<file path="config.mk">
export PLATFORM = sky130hd
export DESIGN_NAME = pulse_stretch_flat
export DESIGN_NICKNAME = d
export VERILOG_FILES = /design/src/rtl/pulse_stretch_if.sv /design/src/rtl/pulse_stretch.sv /design/src/flat_wrapper.sv
export SDC_FILE = /design/constraint.sdc
export NUM_CORES = 1
export LEC_CHECK = 0
export ABC_AREA = 1
export CAP_MARGIN = 5
export CORE_ASPECT_RATIO = 1.1
export CORE_MARGIN = 2
export CORE_UTILIZATION = 45
export CTS_CLUSTER_DIAMETER = 200
export DETAILED_ROUTE_END_ITERATION = 10
export PLACE_DENSITY = 0.66
export SLEW_MARGIN = 20
export SYNTH_ARGS = -nofsm -noshare
export SYNTH_HDL_FRONTEND = slang
export SYNTH_SLANG_ARGS = --single-unit
</file>
<file path="constraint.sdc">
create_clock -name clk_d -period 1.7 [get_ports clk_d]
set_input_delay 0.34 -clock clk_d [delete_from_list [all_inputs] [get_ports clk_d]]
set_output_delay 0.34 -clock clk_d [all_outputs]
set_load 0.02 [all_outputs]
</file>
<file path="src/rtl/pulse_stretch_if.sv">
// Event/level bundle between a pulse source and the pulse stretcher.
// The master drives the trigger and its length; the slave returns the stretched level and status.
interface pulse_stretch_if #(
  parameter int unsigned CNT_W = 8
);
  logic             pulse_in;
  logic [CNT_W-1:0] len;
  logic             level;
  logic             busy;
  logic             done;
  logic             overrun;

  modport master (
    output pulse_in,
    output len,
    input  level,
    input  busy,
    input  done,
    input  overrun
  );

  modport slave (
    input  pulse_in,
    input  len,
    output level,
    output busy,
    output done,
    output overrun
  );
endinterface

</file>
<file path="src/rtl/pulse_stretch.sv">
// Stretches single-cycle events into a level held for len cycles, with a guaranteed low gap
// between stretches and a one-deep pending slot for events that arrive while busy.
module pulse_stretch #(
  parameter int unsigned CNT_W     = 8,
  parameter int unsigned GAP       = 2,
  parameter bit          RETRIGGER = 1'b0
) (
  input  logic            clk_d,
  input  logic            rst_n,
  pulse_stretch_if.slave  bus
);

  if (GAP == 0 || GAP > 255) begin : g_gap_check
    $error("pulse_stretch: GAP must be in 1..255");
  end

  localparam logic [7:0] GapLast = 8'(GAP - 1);

  typedef enum logic [1:0] {StIdle, StActive, StGaps} state_e;

  state_e           state_q, state_d;
  logic [CNT_W-1:0] cnt_q, cnt_d;
  logic [7:0]       gcnt_q, gcnt_d;
  logic             pend_q, pend_d;
  logic [CNT_W-1:0] pend_len_q, pend_len_d;
  logic             level_q, level_d;
  logic             busy_q, busy_d;
  logic             done_q, done_d;
  logic             overrun_q, overrun_d;
  logic             trig;

  // A zero-length request is not an event at all.
  assign trig = bus.pulse_in && (bus.len != '0);

  always_ff @(posedge clk_d or negedge rst_n) begin
    if (!rst_n) begin
      state_q    <= StIdle;
      cnt_q      <= '0;
      gcnt_q     <= '0;
      pend_q     <= 1'b0;
      pend_len_q <= '0;
      level_q    <= 1'b0;
      busy_q     <= 1'b0;
      done_q     <= 1'b0;
      overrun_q  <= 1'b0;
    end else begin
      state_q    <= state_d;
      cnt_q      <= cnt_d;
      gcnt_q     <= gcnt_d;
      pend_q     <= pend_d;
      pend_len_q <= pend_len_d;
      level_q    <= level_d;
      busy_q     <= busy_d;
      done_q     <= done_d;
      overrun_q  <= overrun_d;
    end
  end

  always_comb begin
    state_d    = state_q;
    cnt_d      = cnt_q;
    gcnt_d     = gcnt_q;
    pend_d     = pend_q;
    pend_len_d = pend_len_q;
    unique case (state_q)
      StIdle: begin
        if (trig) begin
          cnt_d   = bus.len - CNT_W'(1);
          state_d = StActive;
        end
      end
      StActive: begin
        if (trig && RETRIGGER) begin
          // Reload wins over the exit so the level never drops.
          cnt_d = bus.len - CNT_W'(1);
        end else begin
          if (trig) begin
            pend_d     = 1'b1;
            pend_len_d = bus.len;
          end
          if (cnt_q == '0) begin
            gcnt_d  = GapLast;
            state_d = StGaps;
          end else begin
            cnt_d = cnt_q - CNT_W'(1);
          end
        end
      end
      StGaps: begin
        if (gcnt_q == '0) begin
          if (trig) begin
            cnt_d   = bus.len - CNT_W'(1);
            pend_d  = 1'b0;
            state_d = StActive;
          end else if (pend_q) begin
            cnt_d   = pend_len_q - CNT_W'(1);
            pend_d  = 1'b0;
            state_d = StActive;
          end else begin
            state_d = StIdle;
          end
        end else begin
          gcnt_d = gcnt_q - 8'd1;
          if (trig) begin
            pend_d     = 1'b1;
            pend_len_d = bus.len;
          end
        end
      end
      default: state_d = StIdle;
    endcase
  end

  // Outputs are registered from next-state so level and busy rise on the same edge.
  always_comb begin
    level_d   = (state_d == StActive);
    busy_d    = (state_d != StIdle) || pend_d;
    done_d    = (state_q == StActive) && (state_d == StGaps);
    overrun_d = trig && pend_q &&
                ((state_q == StGaps) || ((state_q == StActive) && !RETRIGGER));
  end

  assign bus.level   = level_q;
  assign bus.busy    = busy_q;
  assign bus.done    = done_q;
  assign bus.overrun = overrun_q;

endmodule

</file>
<file path="src/flat_wrapper.sv">
// flat-port wrapper written by rule: the top's interface ports become plain ports
module pulse_stretch_flat 
#(
  parameter int unsigned CNT_W     = 8,
  parameter int unsigned GAP       = 2,
  parameter bit          RETRIGGER = 1'b0
)
  (clk_d, rst_n, bus_pulse_in, bus_len, bus_level, bus_busy, bus_done, bus_overrun);
  pulse_stretch_if #(.CNT_W(CNT_W)) bus_i ();
  input  logic clk_d;
  input  logic rst_n;
  input wire logic [$bits(bus_i.pulse_in)-1:0] bus_pulse_in;
  input wire logic [$bits(bus_i.len)-1:0] bus_len;
  output wire logic [$bits(bus_i.level)-1:0] bus_level;
  output wire logic [$bits(bus_i.busy)-1:0] bus_busy;
  output wire logic [$bits(bus_i.done)-1:0] bus_done;
  output wire logic [$bits(bus_i.overrun)-1:0] bus_overrun;
  assign bus_i.pulse_in = bus_pulse_in;
  assign bus_i.len = bus_len;
  assign bus_level = bus_i.level;
  assign bus_busy = bus_i.busy;
  assign bus_done = bus_i.done;
  assign bus_overrun = bus_i.overrun;
  pulse_stretch #(.CNT_W(CNT_W), .GAP(GAP), .RETRIGGER(RETRIGGER)) u_core (.clk_d(clk_d), .rst_n(rst_n), .bus(bus_i));
endmodule
</file>
==> reports/summary.md <==
The flow ran to the end, and the final reports show no timing, DRC or antenna violations. The critical path is of the in -> reg type. On the critical path, the stage with the largest delay is an instance of sky130_fd_sc_hd__clkdlybuf4s50_1. For the clock latency of the later-clocked register in the worst-skew pair, the log shows 0.29 ns.

The async set-reset flop share out of synthesis came out at 100%. The most common flop cell mapped by yosys was sky130_fd_sc_hd__dfrtp_1. The worst hold path belongs to the class in -> reg. TritonCTS built the clock tree. For this configuration, the core starts out at a cell density of 46.0%.

The number of core rows was 27. Synthesis inferred 31 register bits. The most numerous cell type found on the critical path is sky130_fd_sc_hd__nand2_1. For this run, design rule violations remaining after detail routing come to 0. For this design the ratio of total power to cell area is 1440 nW/um2. The clock sink count was 31; the area share of the leading cell type in the synthesized netlist was 34.0%.

The number of global-route vias before repair was 2,123. The logs give 0 for the max-slew violation count and 59.0% for the core occupancy in the finished layout. The synthesized net count is 347. The number of standard cells after synthesis is 326, and the number of antenna violations at the first check in global routing is 0. The final critical path takes up 94.7% of the cycle. For the number of buffers on the longest clock path, the log shows 2.

The maximum fanout count along the critical path was 8. The startpoint identified for the worst register-to-register timing path is u_core.gcnt_q[4]$_DFFE_PN0P_. Static timing analysis puts the maximum clock frequency at 621 MHz. The clock-pin slew of the registers on the worst-case setup and hold paths came out at 0.06 ns.

The run gives 4050 um as the HPWL reported at the end of detailed placement. Mean number of vias per cell: 5.09. Overall die height: 78.7 um.

Relative to the synthesized area, the layout overhead comes to 28.3%. The final hold violation count is 0, and the number of search-and-repair iterations in the first detailed-routing pass is 4. The final layout contains 401 nets. The worst register-to-register path has a depth of 8.

The total of buffers placed on input and output ports was 14. The critical path goes through clkdlybuf4s50_1, nor2_1, nand2_2, o21ai_4, buf_6, nand2_4, nand3_4, nor2_8, inv_6, nand2_1, nand2_1. The count of unique library cells instantiated by Yosys is 35, and the sequential area share after synthesis is 34.0%.

The endpoint identified for the worst register-to-register timing path is u_core.cnt_q[7]$_DFFE_PN0P_. The logs give 0 for the number of hold buffers added after cts and 20.8% for the combined global-route utilization of all metal layers. The run gives 427 as the number of placed cells counting well taps. In this run the remaining antenna-violating nets after routing total 0.

In this run the clock root is driven by a sky130_fd_sc_hd__clkbuf_8. At the end of routability-driven placement, the weighted congestion stood at 0.865. The run gives 0.000667 V as the highest ir drop seen on vdd. For hold timing, the worst endpoint is u_core.cnt_q[0]$_DFFE_PN0P_. The die covers 5660 um2. The overall via count from detail_route was 2,225. The largest total area in the synthesized netlist belongs to sky130_fd_sc_hd__dfrtp_1. After synthesis the cells add up to 2280 um2.

Setup repair after global routing could not meet its margin everywhere. Among all cell types in the netlist, the one instantiated most often is sky130_fd_sc_hd__nand2_1. The count of cells in the finished layout, fillers not included, comes to 437. The tools report the total chip power as 4.22 mW. For the total of max-cap violations, the log shows 0.

The fraction of layout cells with a size suffix above 1 is 22.7%, and the overall die width is 71.9 um. Global routing finished with a remaining overflow of 0. The first-pass GRT wire length is 9160 um, and the boundary pin count is 15. Sorting the synthesized cells by how often they occur yields sky130_fd_sc_hd__nand2_1, sky130_fd_sc_hd__nand3_1, sky130_fd_sc_hd__inv_1. The worst hold path stage count is 4, and the pin count of the biggest net entering global routing is 32. The number of enable-type register cells in the synthesized netlist was 0. The worst hold path begins at bus_len[0]. In this run, the number of DRC markers left after iteration 0 of detailed routing was 87. The routed design could run at a clock period as short as 1.61 ns. The number of clock buffers added by TritonCTS is 5. At the worst endpoint, the required time is 1.88 ns. Setup violations remaining at the end of the flow were counted as 0.

Headroom to the max-slew limit came out at 73.7%. Across all register-to-register paths, the minimum setup slack is 0.11 ns. The logs give 1.79 ns for the arrival time reported for the critical path endpoint and 0 for the count of antenna diodes in the layout.

For the final database, setup skew stands at 0.00963 ns. Launching element type of the critical path: an input pin. The logs give 5310 um for the total wirelength of the detailed-routed design and 0 for the count of synthesis-stage warnings from yosys. The worst stage delay on the critical path was 0.51 ns. The transition time at the pin with the least slew margin came out at 0.395 ns. Sorting the synthesized cells by area gives the leading types as sky130_fd_sc_hd__dfrtp_1, sky130_fd_sc_hd__nand2_1, sky130_fd_sc_hd__nand3_1. The average wire length per cell after detail routing was 12.2 um; the reported leakage power was 1.52 nW.

STA classifies the critical path endpoint as a flip-flop. In this run the mean area of a mapped cell was 7.01 um2. Hold timing on the final database bottoms out at a slack of 0.390 ns. The H-tree was split into 2 levels. The floorplan step defined a core boundary enclosing 4970 um2.

The logs give 0 ns for the post-route setup TNS and 456 for the number of fillers in the final layout.
## worst max-delay path: cells and delay by family
family,cells,cell delay [ns]
buffers and inverters,3,0.71
AND/OR/NAND/NOR,7,0.65
AO/OA/AOI/OAI,1,0.08
## through the flow
step | area [um2] | setup slack, ns
after floorplan | 2280 | 0.0616
after global placement | 2720 | -0.339
after detailed placement | 2720 | -0.373
after CTS | 2810 | 0.00101
after global routing | 2930 | -0.0138
final | 2930 | 0.0902
## worst max-delay path by stage
stage                     slack [ns]  depth (start not counted)                         start                          endpoint
final                           0.09                         11                    bus_len[6]       u_core.cnt_q[7]$_DFFE_PN0P_
after detailed placement       -0.37                         12                    bus_len[0]       u_core.cnt_q[7]$_DFFE_PN0P_
after global placement         -0.34                         12                    bus_len[0]       u_core.cnt_q[7]$_DFFE_PN0P_
after global routing           -0.01                          8  u_core.gcnt_q[4]$_DFFE_PN0P_       u_core.cnt_q[2]$_DFFE_PN0P_
after CTS                      0.001                         11                    bus_len[0]       u_core.cnt_q[3]$_DFFE_PN0P_
after floorplan                 0.06                          9   u_core.state_q[0]$_DFF_PN0_  u_core.pend_len_q[5]$_DFFE_PN0P_
## kinds of logic (layout without fill, tap and decap cells)
logic type               count (synthesis)  in the layout  synth area share, %
flip-flops                              31             31                 34.0
buffers and inverters                   50            102                 9.42
adder cells (fa/ha/maj)                 10             10                 5.48
AO/OA/AOI/OAI                           33             33                 8.43
XOR/XNOR                                 8              8                 3.07
AND/OR/NAND/NOR                        194            195                 39.6
## cell type report
| type | count | area, um2 | area share, % |
|---|---|---|---|
| clock buffers | 6 | 72.6 | 2.48 |
| inverters | 42 | 163 | 5.55 |
| multi-input cells | 246 | 1380 | 47.2 |
| flip-flops and latches | 31 | 776 | 26.5 |
| well taps | 58 | 72.6 | 2.48 |
| repair buffers | 54 | 465 | 15.9 |
## registers in the layout, summed over array words and instances, names as in the netlist
register,flops
u_core.pend_len_q,8
u_core.bus.done,1
u_core.cnt_q,8
u_core.state_q,2
u_core.bus.overrun,1
u_core.gcnt_q,8
u_core.bus.level,1
u_core.bus.busy,1
u_core.pend_q,1
## per-layer routing
metal | wire, um | share of wire, % | track usage (%)
met4 | 92 | 1.7 | 8.68
met2 | 2620 | 49 | 34.9
met3 | 161 | 3.0 | 4.19
met1 | 2440 | 46 | 25.9
met5 | 0 | 0 | 0
## power by group
| group | total [mW] | switching [mW] | internal (mW) |
|---|---|---|---|
| combinational | 2.46 | 1.43 | 1.03 |
| clock | 0.532 | 0.260 | 0.272 |
| sequential | 1.23 | 0.218 | 1.01 |
| total | 4.22 | 1.91 | 2.31 |
## cell usage in the layout (no fill, tap or decap), types with 3 or more instances in the layout
cell,synthesis,routed
sky130_fd_sc_hd__ha_2,0,3
sky130_fd_sc_hd__buf_6,2,4
sky130_fd_sc_hd__dlymetal6s2s_1,0,5
sky130_fd_sc_hd__nand3_1,41,40
sky130_fd_sc_hd__nand2_4,2,4
sky130_fd_sc_hd__xor2_1,5,5
sky130_fd_sc_hd__nand4_1,5,5
sky130_fd_sc_hd__clkdlybuf4s50_1,0,9
sky130_fd_sc_hd__dfrtp_1,31,31
sky130_fd_sc_hd__nand2_1,93,90
sky130_fd_sc_hd__nand2_2,4,5
sky130_fd_sc_hd__ha_1,10,6
sky130_fd_sc_hd__xnor2_1,3,3
sky130_fd_sc_hd__o21ai_0,14,13
sky130_fd_sc_hd__o21ai_1,8,9
sky130_fd_sc_hd__a21oi_1,4,3
sky130_fd_sc_hd__nor2_1,35,28
sky130_fd_sc_hd__clkbuf_8,0,5
sky130_fd_sc_hd__inv_2,2,4
sky130_fd_sc_hd__nor2_2,3,10
sky130_fd_sc_hd__buf_4,1,35
sky130_fd_sc_hd__inv_1,39,37
## timing repair
action	in CTS	in global routing
resized for setup	2	32
setup endpoints to repair	9	25
endpoints found under the hold margin	0	0
cloned	1	1
setup buffers	0	2
pin swaps	1	12
Power figures use the tool's default switching activity.
